--- src/rtl/phase_freq_est_pkg.sv ---
// Purpose : shared constants, FSM state and accumulator type for the phase-to-frequency estimator.
// Latency : n/a (declarations only).
// Backpres: n/a.
package phase_freq_pkg;

  localparam int WIDTH_DEF  = 16;     // phase/frequency word width, Q3.13 radians
  localparam int LOG2_N_DEF = 4;      // default averaging block of 16 differences
  localparam int PI_Q       = 25736;  // round(pi * 8192)
  localparam int TWO_PI_Q   = 2 * PI_Q;

  // Block sum of 2^LOG2_N wrapped differences plus a sign bit; cannot overflow
  // while every difference stays inside (-PI_Q, PI_Q].
  localparam int ACC_W_DEF = WIDTH_DEF + LOG2_N_DEF + 1;
  typedef logic signed [ACC_W_DEF-1:0] acc_t;

  // EMPTY: no previous phase held, the next sample only primes the differencer.
  typedef enum logic {
    EMPTY = 1'b0,
    RUN   = 1'b1
  } state_e;

endpackage

--- src/rtl/phase_freq_est_if.sv ---
// Purpose : phase-in / frequency-out stream bundle between atan2 and the demodulator.
// Latency : n/a (wires only).
// Backpres: none; the sink side has no ready, the source side is a one-cycle strobe.
// Ports   : sink_valid/sink_phase (upstream -> estimator),
//           source_valid/source_freq/source_wrap (estimator -> downstream).
interface phase_freq_est_if #(
  parameter int WIDTH = phase_freq_pkg::WIDTH_DEF
);

  logic                    sink_valid;
  logic signed [WIDTH-1:0] sink_phase;
  logic                    source_valid;
  logic signed [WIDTH-1:0] source_freq;
  logic                    source_wrap;

  // master: phase producer / frequency consumer; slave: the estimator itself
  modport master (
    output sink_valid,
    output sink_phase,
    input  source_valid,
    input  source_freq,
    input  source_wrap
  );

  modport slave (
    input  sink_valid,
    input  sink_phase,
    output source_valid,
    output source_freq,
    output source_wrap
  );

endinterface

--- src/rtl/phase_freq_est_wrap_diff.sv ---
// Purpose : first-difference of consecutive phase samples, wrapped into (-PI_Q, PI_Q].
// Latency : 1 cycle from accepted sample to registered d_o/d_vld_o.
// Backpres: none; a sample is taken every cycle in_vld_i is high.
// Ports   : clk, rst_n; in_vld_i/in_phase_i sample input; have_prev_i says prev_q is real;
//           d_o (WIDTH+2 signed), d_vld_o strobe, wrapped_o set when a 2*pi correction applied.
module phase_wrap_diff #(
  parameter int WIDTH = phase_freq_pkg::WIDTH_DEF,
  parameter int PI_Q  = phase_freq_pkg::PI_Q
) (
  input  logic                    clk,
  input  logic                    rst_n,
  input  logic                    in_vld_i,
  input  logic signed [WIDTH-1:0] in_phase_i,
  input  logic                    have_prev_i,
  output logic signed [WIDTH+1:0] d_o,
  output logic                    d_vld_o,
  output logic                    wrapped_o
);

  localparam int DW = WIDTH + 2;
  typedef logic signed [DW-1:0] dw_t;

  localparam dw_t PI_S     = dw_t'(PI_Q);
  localparam dw_t TWO_PI_S = dw_t'(2 * PI_Q);

  logic signed [WIDTH-1:0] prev_q;
  dw_t                     raw;
  dw_t                     d_d,   d_q;
  logic                    wrap_d, wrap_q;
  logic                    vld_d,  vld_q;

  // Two guard bits keep the raw difference exact even for out-of-range input,
  // so nothing downstream sees an overflowed or undefined value.
  always_comb begin
    raw    = dw_t'(in_phase_i) - dw_t'(prev_q);
    d_d    = raw;
    wrap_d = 1'b0;
    if (raw > PI_S) begin
      d_d    = raw - TWO_PI_S;
      wrap_d = 1'b1;
    end else if (raw <= -PI_S) begin
      // Exactly -pi lands here and is reported as +pi.
      d_d    = raw + TWO_PI_S;
      wrap_d = 1'b1;
    end
    vld_d = in_vld_i & have_prev_i;
  end

  always_ff @(posedge clk or negedge rst_n) begin
    if (!rst_n) begin
      prev_q <= '0;
      d_q    <= '0;
      wrap_q <= 1'b0;
      vld_q  <= 1'b0;
    end else begin
      vld_q <= vld_d;
      if (in_vld_i) begin
        prev_q <= in_phase_i;
        // d/wrap only mean something when vld_d is set; loading them anyway
        // keeps the enable simple and they are never consumed otherwise.
        d_q    <= d_d;
        wrap_q <= wrap_d;
      end
    end
  end

  assign d_o       = d_q;
  assign d_vld_o   = vld_q;
  assign wrapped_o = wrap_q;

endmodule

--- src/rtl/phase_freq_est.sv ---
// Purpose : block-averaged instantaneous frequency from a wrapped phase stream.
// Latency : 2 cycles from the sample that completes a block to source_valid.
// Backpres: none; accepts one sample per clock, gaps allowed, no stall.
// Ports   : clk, rst_n (async, active low); bus (slave modport): sink_valid/sink_phase in,
//           source_valid strobe, source_freq (rad/sample * 8192), source_wrap out.
module phase_freq_est #(
  parameter int WIDTH  = phase_freq_pkg::WIDTH_DEF,
  parameter int LOG2_N = phase_freq_pkg::LOG2_N_DEF,
  parameter int PI_Q   = phase_freq_pkg::PI_Q
) (
  input  logic              clk,
  input  logic              rst_n,
  phase_freq_est_if.slave   bus
);

  import phase_freq_pkg::*;

  localparam int ACC_W = WIDTH + LOG2_N + 1;
  localparam int DW    = WIDTH + 2;
  typedef logic signed [ACC_W-1:0] acc_w_t;

  // Half an LSB of the output, added before the arithmetic shift so that
  // ties round toward +infinity.
  localparam acc_w_t           RND  = acc_w_t'(1 << (LOG2_N - 1));
  localparam logic [LOG2_N-1:0] LAST = {LOG2_N{1'b1}};

  // ---------------------------------------------------------------- FSM
  state_e state_q, state_d;
  logic   have_prev;

  always_ff @(posedge clk or negedge rst_n) begin
    if (!rst_n) state_q <= EMPTY;
    else        state_q <= state_d;
  end

  always_comb begin
    state_d = state_q;
    if (state_q == EMPTY && bus.sink_valid) state_d = RUN;
  end

  always_comb begin
    have_prev = (state_q == RUN);
  end

  // ---------------------------------------------------------------- stage 1
  logic signed [DW-1:0] d;
  logic                 d_vld;
  logic                 d_wrapped;

  phase_wrap_diff #(
    .WIDTH (WIDTH),
    .PI_Q  (PI_Q)
  ) u_diff (
    .clk         (clk),
    .rst_n       (rst_n),
    .in_vld_i    (bus.sink_valid),
    .in_phase_i  (bus.sink_phase),
    .have_prev_i (have_prev),
    .d_o         (d),
    .d_vld_o     (d_vld),
    .wrapped_o   (d_wrapped)
  );

  // ---------------------------------------------------------------- stage 2
  acc_w_t                  sum_q,  sum_d;
  acc_w_t                  d_ext;
  acc_w_t                  total;
  logic [LOG2_N-1:0]       cnt_q,  cnt_d;
  logic                    wacc_q, wacc_d;
  logic                    vld_q,  vld_d;
  logic signed [WIDTH-1:0] freq_q, freq_d;
  logic                    wrap_q, wrap_d;

  always_comb begin
    d_ext  = acc_w_t'(d);
    total  = sum_q + d_ext + RND;
    sum_d  = sum_q;
    cnt_d  = cnt_q;
    wacc_d = wacc_q;
    vld_d  = 1'b0;
    freq_d = freq_q;
    wrap_d = wrap_q;
    if (d_vld) begin
      if (cnt_q == LAST) begin
        // The N-th difference goes straight into the output word rather than
        // through sum_q, so the block closes without an extra cycle.
        freq_d = WIDTH'(total >>> LOG2_N);
        wrap_d = wacc_q | d_wrapped;
        vld_d  = 1'b1;
        sum_d  = '0;
        cnt_d  = '0;
        wacc_d = 1'b0;
      end else begin
        sum_d  = sum_q + d_ext;
        cnt_d  = cnt_q + 1'b1;
        wacc_d = wacc_q | d_wrapped;
      end
    end
  end

  always_ff @(posedge clk or negedge rst_n) begin
    if (!rst_n) begin
      sum_q  <= '0;
      cnt_q  <= '0;
      wacc_q <= 1'b0;
      vld_q  <= 1'b0;
      freq_q <= '0;
      wrap_q <= 1'b0;
    end else begin
      sum_q  <= sum_d;
      cnt_q  <= cnt_d;
      wacc_q <= wacc_d;
      vld_q  <= vld_d;
      freq_q <= freq_d;
      wrap_q <= wrap_d;
    end
  end

  assign bus.source_valid = vld_q;
  assign bus.source_freq  = freq_q;
  assign bus.source_wrap  = wrap_q;

endmodule

--- src/flat_wrapper.sv ---
// flat-port wrapper written by rule: the top's interface ports become plain ports
module phase_freq_est_flat import phase_freq_pkg::*;
#(
  parameter int WIDTH  = phase_freq_pkg::WIDTH_DEF,
  parameter int LOG2_N = phase_freq_pkg::LOG2_N_DEF,
  parameter int PI_Q   = phase_freq_pkg::PI_Q
)
  (clk, rst_n, bus_sink_valid, bus_sink_phase, bus_source_valid, bus_source_freq, bus_source_wrap);
  phase_freq_est_if #(.WIDTH(WIDTH)) bus_i ();
  input  logic clk;
  input  logic rst_n;
  input wire logic [$bits(bus_i.sink_valid)-1:0] bus_sink_valid;
  input wire logic [$bits(bus_i.sink_phase)-1:0] bus_sink_phase;
  output wire logic [$bits(bus_i.source_valid)-1:0] bus_source_valid;
  output wire logic [$bits(bus_i.source_freq)-1:0] bus_source_freq;
  output wire logic [$bits(bus_i.source_wrap)-1:0] bus_source_wrap;
  assign bus_i.sink_valid = bus_sink_valid;
  assign bus_i.sink_phase = bus_sink_phase;
  assign bus_source_valid = bus_i.source_valid;
  assign bus_source_freq = bus_i.source_freq;
  assign bus_source_wrap = bus_i.source_wrap;
  phase_freq_est #(.WIDTH(WIDTH), .LOG2_N(LOG2_N), .PI_Q(PI_Q)) u_core (.clk(clk), .rst_n(rst_n), .bus(bus_i));
endmodule
--- config.mk ---
export PLATFORM = sky130hd
export DESIGN_NAME = phase_freq_est_flat
export DESIGN_NICKNAME = d
export VERILOG_FILES = /design/src/rtl/phase_freq_est_pkg.sv /design/src/rtl/phase_freq_est_if.sv /design/src/rtl/phase_freq_est_wrap_diff.sv /design/src/rtl/phase_freq_est.sv /design/src/flat_wrapper.sv
export SDC_FILE = /design/constraint.sdc
export NUM_CORES = 1
export LEC_CHECK = 0
export ABC_AREA = 1
export BUFFER_PORTS_ARGS = -buffer_cell sky130_fd_sc_hd__clkbuf_2
export CORE_UTILIZATION = 63
export DETAILED_ROUTE_END_ITERATION = 8
export MAX_ROUTING_LAYER = met4
export PLACE_DENSITY = 0.88
export SETUP_SLACK_MARGIN = 0.05
export SLEW_MARGIN = 30
export SYNTH_ARGS = -nofsm -noshare
export SYNTH_HDL_FRONTEND = slang
export SYNTH_HIERARCHICAL = 1
export SYNTH_SLANG_ARGS = --single-unit
--- constraint.sdc ---
create_clock -name clk -period 3.43 [get_ports clk]
set_clock_uncertainty 0.1 [all_clocks]
set_input_delay 1.029 -clock clk [delete_from_list [all_inputs] [get_ports clk]]
set_output_delay 1.029 -clock clk [all_outputs]
set_load 0.02 [all_outputs]
-- Yosys cells after proc, flatten, opt, wreduce, memory -nomap -nowiden
Index checks and enable logic that the tools add are counted.
- reduce and logical (&&, ||, !) cells: 2
- divide/modulo/power cells: 0
- equal/unequal tests: 1
- bitwise operators: 3
- muxes and demuxes: 9
- shift-type cells: 0
- multiply operators: 0
- add/subtract/negate cells: 6
- $lt $le $gt $ge: 2
- operators with widths (kind ; count):
    18-bit 2-to-1 mux ; 2
    21-bit by 18-bit adder with 21-bit output ; 1
    21-bit 2-to-1 mux ; 1
    20-bit by 5-bit adder with 20-bit output (second input constant) ; 1
    18-bit by 17-bit adder with 18-bit output (second input constant) ; 1
    18-bit by 16-bit greater-than comparator with 1-bit output (second input constant) ; 1
    18-bit by 16-bit <= comparator with 1-bit output (second input constant) ; 1
    18-bit by 17-bit subtractor with 18-bit output (second input constant) ; 1
    16-bit by 16-bit subtractor with 17-bit output ; 1
    1-bit 2-to-1 mux ; 5
    4-bit by 1-bit adder with 4-bit output (second input constant) ; 1
    4-bit equality test (second input constant) ; 1
    4-bit 2-to-1 mux ; 1
    2-bit AND reduction ; 1
    1-bit bitwise AND ; 1
    1-bit logical AND ; 1
    1-bit inverter ; 1
    1-bit OR ; 1
- bits of input ports: 19
- memories kept: 0
- ROM bits: 0
- RAM bits: 0
- register bits: 81
- bits in latches: 0
- output and inout port bits: 18

-- Depth between registers and ports, before layout
Gate-level depths: netlist of the first run.
- depth in word-level cells: 4
- mapped depth: 25
- depth with buffers taken out: 23

-- Modules after synthesis
Netlist of the first run, hierarchy kept.
- by module, submodules not included (module ; area an instance (um^2) ; sequential area each (um^2) ; instances ; cells each):
    phase_freq_est ; 3370.7 ; 1101.1 ; 1 ; 499
    phase_wrap_diff ; 3345.7 ; 900.9 ; 1 ; 554

-- Worst setup path before layout of the first run
Ideal clock, no wire load.
- path kind: in2reg
- start point: input port bus_sink_phase[0]
- end point: register u_core.u_diff.d_q[15] (netlist: u_core/u_diff/d_o[15])
- data required time: 3211 ps
- cell stages on the path: 20
- setup time: 119 ps
- path buffers: 0
- path slack: 18 ps
- data arrival time: 3193 ps
- cell sequence: inv_1 ha_1 fa_1 inv_1 nand3_1 nand2_1 nand2_1 nand2_1 ha_1 inv_1 nor2_1 nand3_1 nor2_1 nand3_1 nand2_1 inv_1 nand2_2 o21ai_0 nor2_1 nor2_1
- longest elaborated chain between the ends: 4
- elaborated cells on any way between the ends: 7
- those cells by class: 3 x add/sub; 2 x order compare; 2 x mux
- ends and longest elaborated chain (item ; RTL line ; text):
    start, declared ; flat_wrapper.sv:13 ; input wire logic [$bits(bus_i.sink_phase)-1:0] bus_sink_phase;
    16-bit by 16-bit subtractor with 17-bit output (*) ; phase_freq_est_wrap_diff.sv:35 ; raw = dw_t'(in_phase_i) - dw_t'(prev_q);
    18-bit by 17-bit adder with 18-bit output / 18-bit by 16-bit <= comparator with 1-bit output (equally long branches) ; phase_freq_est_wrap_diff.sv:43, phase_freq_est_wrap_diff.sv:41 ;
    18-bit 2-to-1 mux ; phase_freq_est_wrap_diff.sv:41 ; end else if (raw <= -PI_S) begin
    18-bit 2-to-1 mux (*) ; phase_freq_est_wrap_diff.sv:38 ; if (raw > PI_S) begin
    end signal, assigned ; phase_freq_est_wrap_diff.sv:52 ; d_q <= '0;
    end signal, assigned ; phase_freq_est_wrap_diff.sv:61 ; d_q <= d_d;
    end, declared ; phase_freq_est_wrap_diff.sv:28 ; dw_t d_d, d_q;
Every way passes the cells marked *; elsewhere a longest branch is shown, timed or not.
A chain may end at the register's enable or synchronous reset.

-- Final worst setup path of the first run
- start point: input port bus_sink_phase[0]
- end point: register u_core.u_diff.d_q[17] (netlist: u_core/u_diff/d_o[17])
The elaborated chain is that of the path after synthesis.

==> results of run 1 <==
-- report_power, final --
group	leakage, nW	switching [mW]	internal (mW)
sequential	0.981	0.208	1.27
clock	0.101	0.356	0.373
combinational	3.29	2.82	1.49
-- final cells by class --
type	count	area [um2]	share of cell area
clock buffer	11	151	0.0197
clock inverter	5	55.1	0.00716
sequential	80	2000	0.260
inverter	161	604	0.0786
timing repair buffer	100	663	0.0862
tap	136	170	0.0221
multi-input combinational	796	4050	0.526
-- flip-flops by register name (all words and copies together) (netlist names) --
name	flops
u_core/bus.source_freq	16
u_core/bus.source_valid	1
u_core/bus.source_wrap	1
u_core/cnt_q	4
u_core/have_prev	1
u_core/sum_q	20
u_core/u_diff/d_o	18
u_core/u_diff/d_vld_o	1
u_core/u_diff/prev_q	16
u_core/u_diff/wrapped_o	1
u_core/wacc_q	1
-- placed cells by master, fill, tap and decap left out, types with 5 or more instances in the layout --
cell | netlist | routed
nand3_1 | 103 | 103
a21oi_1 | 26 | 25
o21ai_0 | 53 | 52
nor2_4 | 5 | 5
xor2_1 | 8 | 8
buf_4 | 3 | 65
clkbuf_8 | 0 | 11
o21ai_1 | 4 | 5
inv_2 | 6 | 8
inv_1 | 153 | 151
nand4_1 | 10 | 10
nand2_1 | 398 | 395
nand2_2 | 33 | 36
nor3_1 | 8 | 7
clkbuf_2 | 0 | 35
nand3_2 | 11 | 11
nand2_4 | 5 | 6
dfrtp_1 | 80 | 80
nor2_1 | 57 | 56
nor2_2 | 8 | 9
ha_1 | 39 | 38
-- per-stage QoR --
step           TNS, ns   util
6_report             0  0.745
2_1_floorplan        0      -
4_1_cts              0  0.742
3_5_place_dp     -3.19  0.722
5_1_grt              0  0.745
3_3_place_gp     -2.48  0.722
-- logic make-up after synthesis --
kind of cell | share of synthesized area
and+or+nand+nor | 0.431
DFF | 0.298
adders and majority gates | 0.0786
xor gates and xnor gates | 0.0156
buffers and inverters | 0.105
AOI/OAI and AO/OA | 0.0719
-- worst min path at each step --
stage,cells past startpoint,end,from
3_3_place_gp,2,u_core/u_diff/d_vld_o,u_core/have_prev
6_report,2,u_core/bus.source_wrap,u_core/bus.source_wrap
4_1_cts,2,u_core/bus.source_wrap,u_core/bus.source_wrap
2_1_floorplan,2,u_core/u_diff/d_vld_o,u_core/have_prev
3_5_place_dp,1,u_core/have_prev,u_core/have_prev
5_1_grt,2,u_core/bus.source_freq[15],u_core/bus.source_freq[15]
-- what timing repair did --
action,in CTS,in global routing
gates resized for setup,0,11
endpoints found under the hold margin,0,0
setup endpoints to repair,0,15
-- per-layer routing --
| layer | GRT usage | wire [um] | vias to the layer above |
|---|---|---|---|
| li1 | - | - | 3505 |
| met1 | 0.357 | 6990 | 3080 |
| met2 | 0.585 | 8290 | 151 |
| met3 | 0.0563 | 655 | 40 |
| met4 | 0.135 | 429 | 0 |
| met5 | - | 0 | - |
-- tightest hold or removal path, stage by stage (launching register included) --
cell,delay [ns]
dfrtp_1,0.35
nand2_1,0.05
nand2_1,0.05
==> results.txt, run 1 <==
- The setup path with the least slack is of type input pin to flip-flop.
* Setup slack on the worst flop-to-flop path: 0.58 ns
- Global Route Usage Sum: 0.326
- Number of warnings reported in the yosys synthesis log: 6
- The most critical setup path has its startpoint at bus_sink_phase[0].
* Crit path buffers/inverters: 5
* Path class of the lowest-slack min-delay path: flip-flop to flip-flop
- In this run the cell area measured after placement is 7450 um2.
- In this design, the largest share of critical-path delay is due to simple AND/OR/NAND/NOR gates.
* Worst hold slack: 0.378 ns
- Of the post-synthesis cell area, the dominant cell type holds 0.298.
* Sinks on Clock Net: 80
* Worst path arrival time: 3.38 ns
- Total CTS buffers: 9
- Number of endpoints with negative hold slack in the final report: 0
- For this configuration, the core starts out at a cell density of 0.651.
* Final Max Slew Viols: 0
- For the worst setup path, the data required time is 3.60 ns.
- Antenna violations before repair: 0
- The worst pin sits at a relative slew slack of 0.596.
- Library cell with the largest summed area after synthesis: dfrtp_1
- Highest attainable clock frequency: 0.311 GHz
- Final net count: 1,208
- Synthesis produced 1,053 cells.
* Number of nets with antenna violations after routing: 0
- Post-cts hold buffer count: 0
* Fin crit share: 0.938
* Clock tree root buffer cell: clkbuf_8
* Setup crit end kind: flip-flop
- Setup violations remaining at the end of the flow were counted as 0.
- Horizontal die dimension: 105 um
- After detailed routing, the number of vias per cell comes to 5.26.
- # diodes: 0
- No sink is reached through more buffers than the 2 on the longest clock path.
- Once placement completed, the tool counted placed cells totaling 1,272.
* Critical path, cell by cell: clkbuf_2, inv_1, ha_1, fa_2, inv_2, nand3_1, nand2_1, nand2_1, nand2_2, ha_2, inv_1, nor2_2, nand3_1, nor2_1, nand3_1, nand2_2, inv_2, nand2_4, o21ai_0, nor2_1, nor2_1
* Chip Height: 105 um
- VDD sags by at most 0.000469 V.
- Areal power density over the cells: 847 nW/um2
* Worst slack at placement: -0.269 ns
- The filler cells instantiated in the layout total 851.
* Syn nets: 1,113
- Number of vias after detailed routing: 6,776
- Post-Syn Area per Cell: 6.38 um2
* Number of standard cells in the layout, taps in and fillers out: 1,289
- 37 I/O pins were placed.
- By count the netlist is led by 398 x nand2_1, 153 x inv_1, 103 x nand3_1, 80 x dfrtp_1, 57 x nor2_1.
- The number of setup buffers added after CTS is 0.
- The total overflow left after global routing is 0.
- The startpoint identified for the worst register-to-register timing path is u_core/u_diff/prev_q[0].
- For the worst-skew pair, the clock arrives at the later sink with an insertion delay of 0.38 ns.
* Synth unique cells: 39
* Pin count of the biggest net entering global routing: 42
- Violation count after the first detailed-route iteration: 316
- Number of global-route vias before repair: 6,478
* Maximum Capacitance Violations: 0
- Dominant cell by count in the synthesized netlist: nand2_1
- The synthesized netlist occupies a cell area of 6720 um2.
- For the pin with the worst max-slew slack, the measured transition is 0.606 ns.
* Worst path depth: 21
- The worst path needs 3.22 ns of the cycle, external delays included.
- Count of unresolved DRC violations after routing: 0
- With fillers left out, the area of the finished cells amounts to 7690 um2.
- The synthesized design contains 0 enable-type register cells.
- Of the cells placed in the final design, the portion with a size suffix greater than 1 is 0.174.
- Post-synthesis register bit count: 80
* PortBufs: 36
- The slowest stage of the critical path belongs to the cell fa_2.
* Power, Total: 6.51 mW
* Number of standard-cell rows in the floorplan: 37
- Setup repair after global routing missed its margin: true
- In this run the worst path has a maximum fanout of 7.
- Die footprint: 11,100 um2
- First-pass GRT wire length: 28,100 um
- The most used flip-flop cell after synthesis is dfrtp_1.
- Startpoint types: input pin
- Slowest Stage Delay on Critical Path: 0.36 ns
* WL/cell: 12.7 um
- Summed over all layers, the routed wires come to 16,400 um.
- Before antenna repair, the detailed router went through 5 iterations.
- Outcome: finished, final reports clean
* Top post-synthesis cells by area: dfrtp_1 30%, nand2_1 22%, inv_1 8.6%, nand3_1 7.7%, ha_1 7.3%
- The clock tree synthesis step divided the H-tree into 3 levels.
- The floorplan step defined a core boundary enclosing 10,300 um2.
* Clock-pin slew reported for the worst setup and hold paths after clock tree synthesis: 0.08 ns
- Setup WS post-layout: 0.211 ns
* Leakage power figure: 4.37 nW
- Share of synthesized area occupied by flip-flops and latches: 0.298
- Logic depth of the worst register-to-register path: 19
- In this run the critical register-to-register path is captured at u_core/u_diff/d_o[17].
- P&R area growth vs syn: 14.5%
- Detailed placement finished with a half-perimeter wire length of 12,800 um.
- Capturing element of the worst setup path: u_core/u_diff/d_o[17]
* GPL Wtd Cong: 0.961
* Post-synth ARST share: 1.00
- TritonCTS built the clock tree.
No activity file was read; power rests on OpenSTA's default activity.
==> run 2: changes to the inputs <==
--- a/config.mk
+++ b/config.mk
@@ -11,6 +11,7 @@
 export DETAILED_ROUTE_END_ITERATION = 8
 export MAX_ROUTING_LAYER = met4
 export PLACE_DENSITY = 0.88
+export RECOVER_POWER = 100
 export SETUP_SLACK_MARGIN = 0.05
 export SLEW_MARGIN = 30
 export SYNTH_ARGS = -nofsm -noshare
==> run 2 against run 1 <==
  * The run now ends with max-capacitance violations, max-slew violations left
  * Combinational power fell by 3%
  * Flip-flop and latch count unchanged
  * Critical path depth is the same
  * Largest cell class unchanged
==> results.txt, run 2 (same netlist as run 1, synthesis figures left out) <==
- Global routing finished with a remaining overflow of 0.
* Total CTS buffers: 9
* Startpoint types: input pin
- On the final layout, the worst hold slack is 0.377 ns.
* Most frequent standard cell in the layout excluding fill and tap cells: nand2_1
- After detailed routing, the average wire length per cell comes to 12.7 um.
- Clock latency on the worst-skew pair, taken at its later pin, is 0.38 ns.
- # diodes: 0
- In this run the register-to-register setup slack is 0.34 ns.
* Clock tree from TritonCTS: done
- After clock tree synthesis, the setup repair step added 0 buffers.
- Count of final setup violators: 0
* Worst-margin pin slew: 2.11 ns
* Violation count after the first detailed-route iteration: 315
- From synthesis to final layout, the design area changed by 12.8%.
* Highest attainable clock frequency: 0.308 GHz
- Commonest cells after routing, fill and taps aside: 405 x nand2_1, 152 x inv_1, 108 x nand3_1
* Type of the setup path with the least slack: input pin to flip-flop
- The register with the most flip-flops in the layout has 20 of them.
- The net count of the finished layout is 1,208.
* Maximum Capacitance Violations: 1
- Period minus WS final: 3.24 ns
- Footprint of the multi-input gates: 3970 um2
* Number of top-level pins: 37
* Slowest Stage Delay on Critical Path: 0.36 ns
* Number of standard-cell rows in the floorplan: 37
* Crit path buffers/inverters: 5
* VDD IR-drop max: 0.000457 V
- The worst setup path is captured at a flip-flop.
* Outcome: finished with violations
* Count of unresolved DRC violations after routing: 0
- Areal power density over the cells: 841 nW/um2
- Worst-path fanout max: 7
* Floorplan Core Area: 10,300 um2
- Setup repair after global routing missed its margin: true
- CP max-delay cell: fa_2
- Counting every sink on the clock net gives 80.
* Filler cell count in the final layout: 880
- Of the available clock period, the critical path in the final layout requires 0.945.
- Number of vias after detailed routing: 6,781
- At the end of routability-driven placement, the weighted congestion stood at 0.961.
* Number of global-route vias before repair: 6,478
- In this run the clock root is driven by a clkbuf_8.
* Leakage power figure: 4.29 nW
- Number of nets with antenna violations after routing: 0
- Among cell families on the critical path, the largest total delay comes from simple AND/OR/NAND/NOR gates.
- Routed wire length: 16,400 um
* Storage cell area: 2000 um2
- PortBufs: 36
- Initial Utilization: 0.651
* Share of post-route cells with drive strength above 1: 0.137
* Post-Route Utilization: 0.734
- Post-cts hold buffer count: 0
- Critical path, cell by cell: clkbuf_2, inv_1, ha_1, fa_2, inv_2, nand3_1, nand2_1, nand2_1, nand2_2, ha_2, inv_1, nor2_2, nand3_1, nor2_1, nand3_1, nand2_2, inv_2, nand2_4, o21ai_0, nor2_1, nor2_1
* Max clock buf depth: 2
- Worst path arrival time: 3.41 ns
* Global Route Usage Sum: 0.326
- Once detailed placement completed, the half-perimeter wirelength came to 12,800 um.
- The first global-routing pass estimated 28,100 um of wire.
* Die footprint: 11,100 um2
* Horizontal die dimension: 105 um
- The initial antenna violation count was 0.
* Top reg by flops: u_core/sum_q
* Final Max Slew Viols: 42
- After detailed routing, the number of vias per cell comes to 5.26.
* Path class of the lowest-slack min-delay path: flip-flop to flip-flop
* CTS HTree Levels: 3
* Number of endpoints with negative hold slack in the final report: 0
- Clock-pin slew was measured on the worst setup and hold paths at 0.08 ns.
* Required arrival time at the worst endpoint: 3.59 ns
* Chip Height: 105 um
* Pin count of the biggest net entering global routing: 42
- Worst slew margin relative to its limit: -0.406
* Post-cts resize count: 0
* Failing checks: max-capacitance violations, max-slew violations
- The first detailed-routing pass took 5 iterations.
==> run 2: cell types whose count changed in the layout (fill, tap and decap cells not counted), moves of 2 or more <==
cell	previous run	this run
buf_4	65	60
clkbuf_1	0	22
clkbuf_2	35	18
nand2_1	395	405
nand2_2	36	27
nand3_1	103	108
nand3_2	11	6
nor2_1	56	61
nor2_2	9	6
nor2_4	5	3
==> run 2: path summary, 6_finish.rpt <==
path	to	startpoint	depth (start not counted)
max	u_core/u_diff/d_o[17]	bus_sink_phase[0]	21
min	u_core/bus.source_wrap	u_core/bus.source_wrap	2
max reg2reg	u_core/bus.source_freq[15]	u_core/u_diff/d_o[0]	15
min reg2reg	u_core/bus.source_wrap	u_core/bus.source_wrap	2
max in group asynchronous	u_core/sum_q[14]	rst_n	2
min in group asynchronous	u_core/cnt_q[3]	rst_n	1
==> run 2: report_power, final <==
| group | switching (mW) | leakage [nW] | internal [mW] | total (mW) |
|---|---|---|---|---|
| Sequential | 0.208 | 0.981 | 1.27 | 1.47 |
| Clock | 0.356 | 0.101 | 0.373 | 0.729 |
| Combinational | 2.74 | 3.21 | 1.42 | 4.17 |
==> run 2: final cells by class <==
cell class	count	share of cell area
Sequential cell	80	0.264
Clock inverter	5	0.00727
Tap cell	136	0.0225
Multi-Input combinational cell	796	0.524
Inverter	161	0.0798
Clock buffer	11	0.0200
Timing Repair Buffer	100	0.0823
==> run 2: worst register-to-register path: stages (launching register included) <==
cell     delay [ns]
dfrtp_1        0.39
ha_1           0.25
fa_1           0.47
nand2_2        0.08
nand2_1        0.11
nand3_1        0.10
nand2_1        0.11
inv_1          0.08
ha_1           0.21
nand3_1        0.14
nor2_1         0.34
nand3_2        0.15
nor2_1         0.21
nand3_1        0.10
nand3_1        0.09
nand2_1        0.06
==> run 2: per-stage QoR <==
| stage | cell area [um2] | total power [mW] | instances | setup TNS [ns] | setup WS (ns) |
|---|---|---|---|---|---|
| 6_report | 7570 | 6.37 | 1289 | 0 | 0.187 |
| 5_1_grt | 7570 | 7.04 | 1289 | 0 | 0.0168 |
| 4_1_cts | 7660 | 6.46 | 1288 | 0 | 0.105 |
| 3_5_place_dp | 7450 | 5.69 | 1272 | -3.19 | -0.269 |
| 3_3_place_gp | 7450 | 5.60 | 1272 | -2.48 | -0.191 |
| 2_1_floorplan | 6720 | 4.63 | 1053 | 0 | 0.0561 |
==> run 2: layer usage <==
metal,vias up,share of wire,track usage
li1,3507,-,-
met1,3060,0.43,0.357
met2,172,0.51,0.585
met3,42,0.039,0.0563
met4,0,0.026,0.135
met5,-,0,-
==> run 3: changes to the inputs <==
--- a/config.mk
+++ b/config.mk
@@ -5,12 +5,12 @@
 export SDC_FILE = /design/constraint.sdc
 export NUM_CORES = 1
 export LEC_CHECK = 0
-export ABC_AREA = 1
+export ABC_AREA = 0
 export BUFFER_PORTS_ARGS = -buffer_cell sky130_fd_sc_hd__clkbuf_2
-export CORE_UTILIZATION = 63
+export CORE_UTILIZATION = 62
 export DETAILED_ROUTE_END_ITERATION = 8
 export MAX_ROUTING_LAYER = met4
-export PLACE_DENSITY = 0.88
+export PLACE_DENSITY = 0.82
 export RECOVER_POWER = 100
 export SETUP_SLACK_MARGIN = 0.05
 export SLEW_MARGIN = 30
==> run 3 against run 2 <==
  * The run ends with max-capacitance violations, max-slew violations, negative setup slack left
  * Hold slack worse by 0.0035 ns
  * Largest power group unchanged
  * Worst setup slack worse by 0.61 ns
  * Clock power up 20%
  * Critical path depth down 3
  * Total power up 22%
  * Via count down 3.6%
  * Sequential share of layout area down 2.0 points
  * Highest routed layer unchanged
  * Global-route usage up 2.3 points
  * Area after synthesis down 4.5%
==> results.txt, run 3 <==
- The run finished, with violations left.
* Failing checks: max-capacitance violations, max-slew violations, negative setup slack
- Path class of the lowest-slack min-delay path: flip-flop to flip-flop
* Worst path most repeated cell: buf_6
- Measured against the total synthesized area, the mux share comes to 0.0115.
- For the worst setup path, the data required time is 3.59 ns.
- Count of final setup violators: 15
- The count of buffers added on input and output ports is 36.
- Sinks on Clock Net: 80
- The initial antenna violation count is 0.
- The commonest cells after synthesis are 80 x dfrtp_1, 79 x nand2_1, 59 x o21ai_0, 47 x nor2_1, 39 x ha_1.
* Final Max Slew Viols: 81
- Yosys attributes the largest share of cell area to dfrtp_1 31%, ha_1 7.6%, nand2_1 4.6%, o21ai_0 4.6%, xnor2_1 3.4%.
* Number of global-route vias before repair: 6,467
- Setup repair after global routing missed its margin: true
- Data arrives at the worst endpoint at 4.01 ns.
* First-pass GRT wire length: 29,900 um
- Final net count: 942
* Library cell with the largest summed area after synthesis: dfrtp_1
* Dominant cell by count in the synthesized netlist: dfrtp_1
- CP max-delay cell: fa_2
- Number of standard cells after synthesis: 744
- Areal power density over the cells: 946 nW/um2
- Cell Area, Synth: 6410 um2
- The H-tree was split into 3 levels.
* VDD IR-drop max: 0.000472 V
- Max-cap violations in this run came to 1.
- Number of nets with antenna violations after routing: 0
* Post-synth EDFFs: 0
- Fin crit share: 1.12
- Share of the synthesized netlist area taken by xor and xnor gates: 0.0535
* Post-synthesis compound-gate area fraction: 0.277
- Summing all multi-input logic gate instances after layout gives 4430 um2.
- In this run, CTS created clock tree buffers numbering 9.
- Counting along the longest clock path gives a buffer depth of 2.
* Most instantiated flip-flop cell in the synthesis netlist: dfrtp_1
- Share of the synthesized area in the top cell type: 0.312
- Of the synthesized area, sequential elements account for 0.312.
- After global routing the overflow that remains totals 0.
- The library cell used most frequently in the layout, excluding fill and tap cells, is buf_4.
* Number of top-level pins: 37
- Timing analysis after detailed placement gives a worst setup slack of -0.931 ns.
* Period minus WS final: 3.85 ns
* Setup WS post-layout: -0.422 ns
- In the final layout, the share of cells above drive strength 1 is 0.313.
- Synth unique cells: 102
- The sequential cells in the finished layout cover a total of 2000 um2.
- The final route contains 6,535 vias.
- Violation count after the first detailed-route iteration: 537
- Type of the setup path with the least slack: input pin to flip-flop
- Critical path, cell by cell: clkbuf_16, inv_12, ha_4, fa_2, nor2b_4, or3_4, a21oi_4, buf_12, buf_6, o211a_1, nor2_2, o311a_2, o211a_4, buf_6, nor2_4, buf_6, o221a_4, or3_1
* Horizontal die dimension: 104 um
- The floorplan step set the die height to 104 um.
- Syn nets: 804
* Setup crit end kind: flip-flop
- The HPWL after detailed placement is 12,600 um.
- Clock tree root buffer cell: clkbuf_8
* Floorplan Core Area: 9910 um2
* # diodes: 0
- Number of endpoints with negative hold slack in the final report: 0
- The register with the most flip-flops in the layout has 20 of them.
- Clock-pin slew reported for the worst setup and hold paths after clock tree synthesis: 0.09 ns
- In the routed design, unresolved DRC markers number 0.
- After synthesis, the largest family of logic cells by area is compound AO/OA/AOI/OAI gates.
- For this block, the routed nets add up to 18,400 um of wire.
* Leakage power figure: 3.72 nW
* Startpoint types: input pin
* Initial Utilization: 0.647
- Post-synth ARST share: 1.00
- The largest single stage delay on the critical path is 0.41 ns.
- Counting flops per register, the top entry is u_core/sum_q.
- Of all nets on the critical path, the largest fanout is 7.
- Pin count of the biggest net entering global routing: 81
* Ratio of routed vias to standard cells: 6.41
- Filler cell count in the final layout: 573
* Number of standard-cell rows in the floorplan: 36
- Across every metal layer, demand over resource in global routing totals 0.349.
- Relative to the synthesized area, the layout overhead comes to 27.9%.
- Of the total synthesized cell area, the portion taken by full adders, half adders and majority gates is 0.0824.
- Clock Latency Late Sink: 0.38 ns
- At the pin with the least slew margin, the transition time is 1.96 ns.
- Highest attainable clock frequency: 0.260 GHz
- Post-Route Utilization: 0.827
* Commonest cells after routing, fill and taps aside: 118 x buf_4, 80 x dfrtp_1, 79 x nand2_1
- Post-synthesis register bit count: 80
- Measured against its own limit, the worst slew margin works out to -0.305.
- At the end of routability-driven placement, the weighted congestion stood at 0.944.
- The die covers 10,800 um2.
- In the final routed layout, each cell accounts on average for 18.0 um.
- TritonCTS built the clock tree.
- During synthesis, Yosys emitted a total of 6 warnings.
- Synthesized-area fraction occupied by and/or/nand/nor cells: 0.215
* Post-Syn Area per Cell: 8.62 um2
- The first TritonRoute pass finished after 5 iterations.
## run 3: cell families after synthesis
family | after synthesis
buffers and inverters | 75
muxes | 7
AOI/OAI and AO/OA | 237
adders and majority gates | 41
and+or+nand+nor | 267
DFF | 80
xor gates and xnor gates | 37
## run 3: cell type report
class / instances / area share
timing repair buffer: 165 / 0.148
tap: 133 / 0.0203
clock inverter: 7 / 0.0143
clock buffer: 9 / 0.0151
multi-input combinational: 589 / 0.540
sequential: 80 / 0.244
inverter: 37 / 0.0185
## run 3: where the power goes
part	switching (mW)	total [mW]	leakage [nW]	internal (mW)
Combinational	3.09	5.39	2.61	2.30
Clock	0.390	0.875	0.124	0.485
Sequential	0.229	1.50	0.982	1.27
## run 3: worst max-delay path: cells and delay by family
kind	cells	cell delay [ns]
fa+ha+maj	2	0.56
buf+inv	6	0.66
compound gates	5	0.89
simple gates	5	0.86
## run 3: repair_timing
item | 4_1_cts | 5_1_grt
setup endpoints to repair | 15 | 21
pin swaps | 23 | 25
buffers inserted | 9 | 6
resized for setup | 50 | 31
gates cloned | 2 | 0
hold buffers | 0 | 0
## run 3: final timing paths
check,from,endpoint,slack (ns),depth (start not counted)
max,bus_sink_phase[0],u_core/u_diff/d_o[10],-0.42,18
min,u_core/have_prev,u_core/have_prev,0.37,1
max reg2reg,u_core/u_diff/prev_q[0],u_core/u_diff/d_o[10],-0.05,16
min reg2reg,u_core/have_prev,u_core/have_prev,0.37,1
max in group asynchronous,rst_n,u_core/sum_q[18],0.98,1
min in group asynchronous,rst_n,u_core/sum_q[5],1.09,1
## run 3: per-layer routing
metal  GRT usage  vias to the layer above  wire length, um
li1            -                     3057                -
met1       0.379                     3128             7070
met2       0.628                      260             9520
met3      0.0497                       90              909
met4       0.166                        0              860
met5           -                        -                0
## run 3: per-stage QoR
step / power (mW) / hold WS (ns) / instance area [um2] / instances / TNS (ns)
6_report: 7.76 / 0.374 / 8200 / 1020 / -5.03
5_1_grt: 8.30 / 0.409 / 8200 / 1020 / -7.15
4_1_cts: 7.42 / 0.374 / 8000 / 1014 / -3.47
3_5_place_dp: 6.34 / 0.350 / 7490 / 988 / -12.56
3_3_place_gp: 6.16 / 0.341 / 7490 / 988 / -11.53
2_1_floorplan: 4.99 / 0.327 / 6470 / 744 / -7.22
